## config.mk

```make
export PLATFORM = sky130hd
export DESIGN_NAME = approx_mult_seq
export DESIGN_NICKNAME = d
export VERILOG_FILES = /design/src/rtl/approx_mult_pkg.sv /design/src/rtl/approx_mult_core.sv /design/src/rtl/approx_mult_seq.sv
export SDC_FILE = /design/constraint.sdc
export NUM_CORES = 1
export LEC_CHECK = 0
export BUFFER_PORTS_ARGS = -buffer_cell sky130_fd_sc_hd__buf_2
export CAP_MARGIN = 15
export CELL_PAD_IN_SITES_DETAIL_PLACEMENT = 1
export CELL_PAD_IN_SITES_GLOBAL_PLACEMENT = 1
export CORE_ASPECT_RATIO = 0.9
export CORE_MARGIN = 1.5
export CORE_UTILIZATION = 40
export CTS_BUF_LIST = sky130_fd_sc_hd__clkbuf_16
export DETAILED_ROUTE_END_ITERATION = 8
export HOLD_SLACK_MARGIN = 0.05
export PLACE_DENSITY = 0.78
export SLEW_MARGIN = 15
export SYNTH_ARGS = -nofsm -noshare
export SYNTH_HDL_FRONTEND = slang
export SYNTH_SLANG_ARGS = --single-unit
```

## constraint.sdc

```tcl
create_clock -name clk -period 3.8 [get_ports clk]
set_input_delay 0.38 -clock clk [delete_from_list [all_inputs] [get_ports clk]]
set_output_delay 0.38 -clock clk [all_outputs]
set_load 0.02 [all_outputs]
```

## src/rtl/approx_mult_pkg.sv

```systemverilog
// Shared types and helpers for the approximate sequential multiplier (approx_mult_seq).
package approx_mult_pkg;

    localparam int MAX_WIDTH = 64;

    typedef enum logic [1:0] {
        IDLE = 2'd0,
        BUSY = 2'd1,
        DONE = 2'd2
    } state_t;

    typedef enum logic {
        MODE_EXACT  = 1'b0,
        MODE_APPROX = 1'b1
    } mode_t;

    // Approx mode clears the low approx_bits of each operand; exact mode keeps all bits.
    function automatic logic [MAX_WIDTH-1:0] operand_mask(input int approx_bits, input mode_t mode);
        logic [MAX_WIDTH-1:0] low;
        low = (MAX_WIDTH'(1) << approx_bits) - MAX_WIDTH'(1);
        return (mode == MODE_APPROX) ? ~low : '1;
    endfunction

    // Mean of the dropped low x low partial product: 2^(2*approx_bits-2).
    function automatic logic [2*MAX_WIDTH-1:0] bias_const(input int approx_bits);
        return (2*MAX_WIDTH)'(1) << (2*approx_bits - 2);
    endfunction

endpackage

```

## src/rtl/approx_mult_core.sv

```systemverilog
// Shift-add datapath: masked operand registers, accumulator and bit index counter.
// Optional error compensation is built only when APPROX_MULT_ERRCOMP_EN is defined.
module approx_mult_core
    import approx_mult_pkg::*;
#(
    parameter int WIDTH       = 16,
    parameter int APPROX_BITS = 8
) (
    input  logic               clk,
    input  logic               rst,
    input  logic               load,
    input  logic               step,
    input  logic [WIDTH-1:0]   a,
    input  logic [WIDTH-1:0]   b,
    input  logic               approx,
    output logic [2*WIDTH-1:0] product,
    output logic               approx_q,
    output logic               zero,
    output logic               last
);

    localparam int PW = 2 * WIDTH;
    localparam int IW = $clog2(WIDTH);

    mode_t            mode_sel;
    mode_t            mode_q;
    logic [WIDTH-1:0] mask;
    logic [WIDTH-1:0] a_m;
    logic [WIDTH-1:0] b_m;
    logic [IW-1:0]    start_idx;
    logic [PW-1:0]    acc_init;
    logic [PW-1:0]    a_sh;
    logic [WIDTH-1:0] b_sh;
    logic [IW-1:0]    idx;
    logic [PW-1:0]    acc;

    assign mode_sel  = approx ? MODE_APPROX : MODE_EXACT;
    assign mask      = WIDTH'(operand_mask(APPROX_BITS, mode_sel));
    assign a_m       = a & mask;
    assign b_m       = b & mask;
    assign start_idx = (mode_sel == MODE_APPROX) ? IW'(APPROX_BITS) : '0;
    assign zero      = (a_m == '0) || (b_m == '0);

    // Bias is folded into the starting accumulator; the sum at DONE entry is identical
    // and the zero-shortcut path picks it up for free.
`ifdef APPROX_MULT_ERRCOMP_EN
    assign acc_init = (mode_sel == MODE_APPROX) ? PW'(bias_const(APPROX_BITS)) : '0;
`else
    assign acc_init = '0;
`endif

    // NOTE: datapath registers are reset too, because out_product is visible and must read 0 after reset.
    always_ff @(posedge clk or posedge rst) begin
        if (rst) begin
            a_sh   <= '0;
            b_sh   <= '0;
            idx    <= '0;
            acc    <= '0;
            mode_q <= MODE_EXACT;
        end else if (load) begin
            a_sh   <= PW'(a_m) << start_idx;
            b_sh   <= b_m >> start_idx;
            idx    <= start_idx;
            acc    <= acc_init;
            mode_q <= mode_sel;
        end else if (step) begin
            if (b_sh[0]) begin
                acc <= acc + a_sh;
            end
            a_sh <= a_sh << 1;
            b_sh <= b_sh >> 1;
            idx  <= idx + IW'(1);
        end
    end

    assign last     = (idx == IW'(WIDTH - 1));
    assign product  = acc;
    assign approx_q = (mode_q == MODE_APPROX);

endmodule

```

## src/rtl/approx_mult_seq.sv

```systemverilog
// Iterative shift-add unsigned multiplier with exact/approximate mode and valid/ready handshakes.
// Define APPROX_MULT_ERRCOMP_EN to add bias compensation to approximate results.
module approx_mult_seq
    import approx_mult_pkg::*;
#(
    parameter int WIDTH       = 16,
    parameter int APPROX_BITS = 8
) (
    input  logic               clk,
    input  logic               rst,
    input  logic               in_valid,
    output logic               in_ready,
    input  logic [WIDTH-1:0]   in_a,
    input  logic [WIDTH-1:0]   in_b,
    input  logic               in_approx,
    output logic               out_valid,
    input  logic               out_ready,
    output logic [2*WIDTH-1:0] out_product,
    output logic               out_approx,
    output logic               busy
);

    generate
        if (APPROX_BITS < 1 || APPROX_BITS > WIDTH - 1) begin : g_bad_approx_bits
            $error("approx_mult_seq: APPROX_BITS must lie in 1..WIDTH-1");
        end
        if (WIDTH > MAX_WIDTH) begin : g_bad_width
            $error("approx_mult_seq: WIDTH exceeds MAX_WIDTH");
        end
    endgenerate

    localparam logic [1:0] ST_IDLE = IDLE;
    localparam logic [1:0] ST_BUSY = BUSY;
    localparam logic [1:0] ST_DONE = DONE;

    logic [1:0] state;
    logic       load;
    logic       zero;
    logic       last;

    assign in_ready  = (state == ST_IDLE);
    assign busy      = (state == ST_BUSY);
    assign out_valid = (state == ST_DONE);
    assign load      = in_valid && in_ready;

    always_ff @(posedge clk or posedge rst) begin
        if (rst) begin
            state <= ST_IDLE;
        end else begin
            case (state)
                ST_IDLE: if (load)      state <= zero ? ST_DONE : ST_BUSY;
                ST_BUSY: if (last)      state <= ST_DONE;
                ST_DONE: if (out_ready) state <= ST_IDLE;
                default:                state <= ST_IDLE;
            endcase
        end
    end

    approx_mult_core #(
        .WIDTH       (WIDTH),
        .APPROX_BITS (APPROX_BITS)
    ) u_core (
        .clk      (clk),
        .rst      (rst),
        .load     (load),
        .step     (busy),
        .a        (in_a),
        .b        (in_b),
        .approx   (in_approx),
        .product  (out_product),
        .approx_q (out_approx),
        .zero     (zero),
        .last     (last)
    );

endmodule

```

==> impl_metrics.ini <==
[clock_network]
cts_setup_buffers = 0
cts_made_buffers = 9
ctsResizeCount = 0
clkTransAtPathRegs_ns = 0.06
cts_tree = built
cts.htree.levels = 3
cts_hold_repair.buffers = 1
cell_at_the_root_of_the_clock_tree = clkbuf_16
numClockSinks = 87
clk-insertion-delay-late_ns = 0.36
max_root_sink_buffers = 2

[drt]
detail_route.iter0.violations = 337
wl_mm = 17.0
routed-via-count = 5150
post_drt_via_cell_ratio = 5.87
drt_drc_violations_left = 0
final_antenna_violating_net_count = 0
avgRoutedWirePerCell_um = 19.4
drtPass1Iterations = 4

[min_path]
min_path_type = input pin to register

[die]
die_width_um = 125
initial_utilization_pct = 40.7
pin_count = 73
design.die.area_um2 = 14200
core_area_um2 = 13300
num_rows = 40
chipHeight_um = 113

[layout]
layout_commonest_cell = nand2_1
antenna_cells = 0
final_cell_mix = nand2_1 (145), dfrtp_1 (87), buf_2 (72), a21oi_1 (64), o21ai_0 (59)
layout.cell_area.non_filler_um2 = 6270
layout.nets = 774
synthToLayoutAreaGrowth_pct = 16.3
final_layout_size_suffix_gt1_share_pct = 15.5

[setup_path]
setup.worst_path.end_class = register
critical_path_buffer_and_inverter_count = 0
critical_path.max_fanout = 3
worst_path_required_ns = 4.05
cpPeakStageDelay_ns = 0.46
worst_path_cell_chain = ha_1 -> fa_1 -> a211oi_2 -> o21bai_1 -> a21oi_2 -> o21ai_2 -> a2111oi_2 -> nor4_1 -> or3_1 -> a32o_1
delay_heaviest_family_cp = compound AO/OA/AOI/OAI gates
start_kind = register
criticalPathCategory = register to register
worst_path_max_delay_cell = fa_1
worstPathArrival_ns = 3.37

[place]
pre_cts_ws_ns = 0.736
placement.io_buffers = 72
placed_area_um2 = 5920
routabilityCongestion = 0.908
dp_hpwl_mm = 12.4

[synth]
synthCells = 643
synth_cell_type_count = 55
synth-async-reset-ratio_pct = 100
post_synth_instance_area_um2 = 5390
synth_top_cells_by_area = dfrtp_1 (40%), nand2_1 (10%), ha_1 (7.4%), a21oi_1 (5.9%), o21ai_0 (5.5%)
synth-warning-count = 0
synth_top_area_share_pct = 40.4
synth_enable_flop_cells = 0
synth_sequential_area_ratio_pct = 40.4
synth-seq-cells = 87
largest_area_contributor_in_the_synthesized_netlist = dfrtp_1
synthesis.nets = 713
ys.flop_type = dfrtp_1
synth.avg_cell_area_um2 = 8.39

[global_routing]
wire_length_of_the_first_global_routing_pass_mm = 28.1
antenna_found_initial = 0
via_count_of_the_first_global_routing_pass = 5401
grt_remaining_overflow = 0
largest_net_degree_at_the_start_of_global_routing = 46
track_usage_pct = 24.7

[power_and_ir_drop]
peakVddDrop_mv = 0.405
pwr_density_cell_nw_per_um2 = 954
cellLeakagePower_nw = 3.04

[flow_run]
timing.max_cap.violations = 0

[outcome]
run_status = completed

[timing]
rsz0062_at_grt = false
setup-tns-final_ns = 0
finalCritPeriodShare_pct = 82.1
hold_viol_final = 0
finalClockSkew_ns = 0.00434
max_freq_mhz = 321
timing.final.ws_setup_ns = 0.681
maxSlewViolCount = 0
timing_worst_slew_pin_value_ns = 1.14
setup_viol_count_final = 0
fin_crit_ns = 3.12
timing.max_slew.rel_slack_pct = 24.0
registers in the layout, summed over array words and instances, names as in the netlist:
| register | count |
|---|---|
| u_core.a_sh | 32 |
| u_core.product | 32 |
| u_core.b_sh | 16 |
| u_core.idx | 4 |
| state | 2 |
| u_core.approx_q | 1 |
worst min-delay path, stage by stage:
cell	delay, ns
buf_2	0.09
a22oi_1	0.06
nand2_1	0.06
synth_stat cells (2+ instances only):
cell,count
a211o_1,2
a211oi_1,4
a21o_1,18
a21oi_1,64
a22o_1,4
a22oi_1,15
a31oi_1,19
a32o_1,2
and3_1,9
buf_1,3
clkbuf_1,30
dfrtp_1,87
ha_1,32
inv_1,7
mux2i_1,3
nand2_1,145
nand2b_1,3
nand3_1,13
nand4_1,4
nor2_1,28
nor3_1,2
nor4_1,10
o2111ai_1,3
o211ai_1,3
o21a_1,3
o21ai_0,59
o21ai_1,2
o21bai_1,11
o22ai_1,2
o31ai_1,4
or2_2,3
or3_1,3
or4_1,2
xnor2_1,12
xor2_1,12
where the power goes:
part | leakage, nW | switching, W | internal (W)
clock | 0.168 | 0.000396 | 0.000639
sequential | 1.11 | 0.000353 | 0.00133
combinational | 1.76 | 0.00208 | 0.00118
per-stage QoR:
stage / util, % / power (W) / hold slack, ns / std cells
2_1_floorplan: - / 0.00395 / 0.465 / 643
4_1_cts: 47.3 / 0.00600 / 0.258 / 877
6_report: 47.3 / 0.00598 / 0.264 / 877
3_3_place_gp: 44.6 / 0.00478 / 0.340 / 860
5_1_grt: 47.3 / 0.00644 / 0.270 / 877
3_5_place_dp: 44.6 / 0.00493 / 0.350 / 860
logic make-up (layout without fill, tap and decap cells):
group / Yosys count / count (layout) / synth area share [%]
multiplexers: 3 / 3 / 0.557
AND/OR/NAND/NOR: 226 / 226 / 18.0
XOR/XNOR: 24 / 24 / 3.90
buffers and inverters: 42 / 108 / 2.92
AO/OA/AOI/OAI: 228 / 228 / 26.5
flip-flops: 87 / 87 / 40.4
adder cells (fa/ha/maj): 33 / 33 / 7.80
path summary, 6_finish.rpt:
check / start / to / slack (ns) / cells past startpoint
hold reg to reg: u_core.approx_q / u_core.approx_q / 0.49 / 1
hold / removal: in_a[2] / u_core.a_sh[2] / 0.26 / 3
min in group asynchronous: rst / u_core.a_sh[28] / 0.51 / 3
max in group asynchronous: rst / u_core.product[4] / 2.47 / 4
setup reg to reg: u_core.product[0] / u_core.product[16] / 0.68 / 10
setup / recovery: u_core.product[0] / u_core.product[16] / 0.68 / 10
per-layer routing:
| metal | GRT usage (%) | vias up | part of all wire [%] |
|---|---|---|---|
| met2 | 41.7 | 87 | 49 |
| met4 | 6.29 | 0 | 1.4 |
| met3 | 5.01 | 18 | 4.0 |
| li1 | - | 2451 | - |
| met5 | 0 | - | 0 |
| met1 | 32.8 | 2594 | 46 |
final cells by class:
| type | instances | area (um^2) |
|---|---|---|
| Multi-Input combinational cell | 514 | 3060 |
| Fill cell | 1584 | 6990 |
| Timing Repair Buffer | 83 | 445 |
| Tap cell | 168 | 210 |
| Clock buffer | 9 | 225 |
| Inverter | 9 | 35.0 |
| Clock inverter | 7 | 114 |
| Sequential cell | 87 | 2180 |
Power figures use the tool's default switching activity.
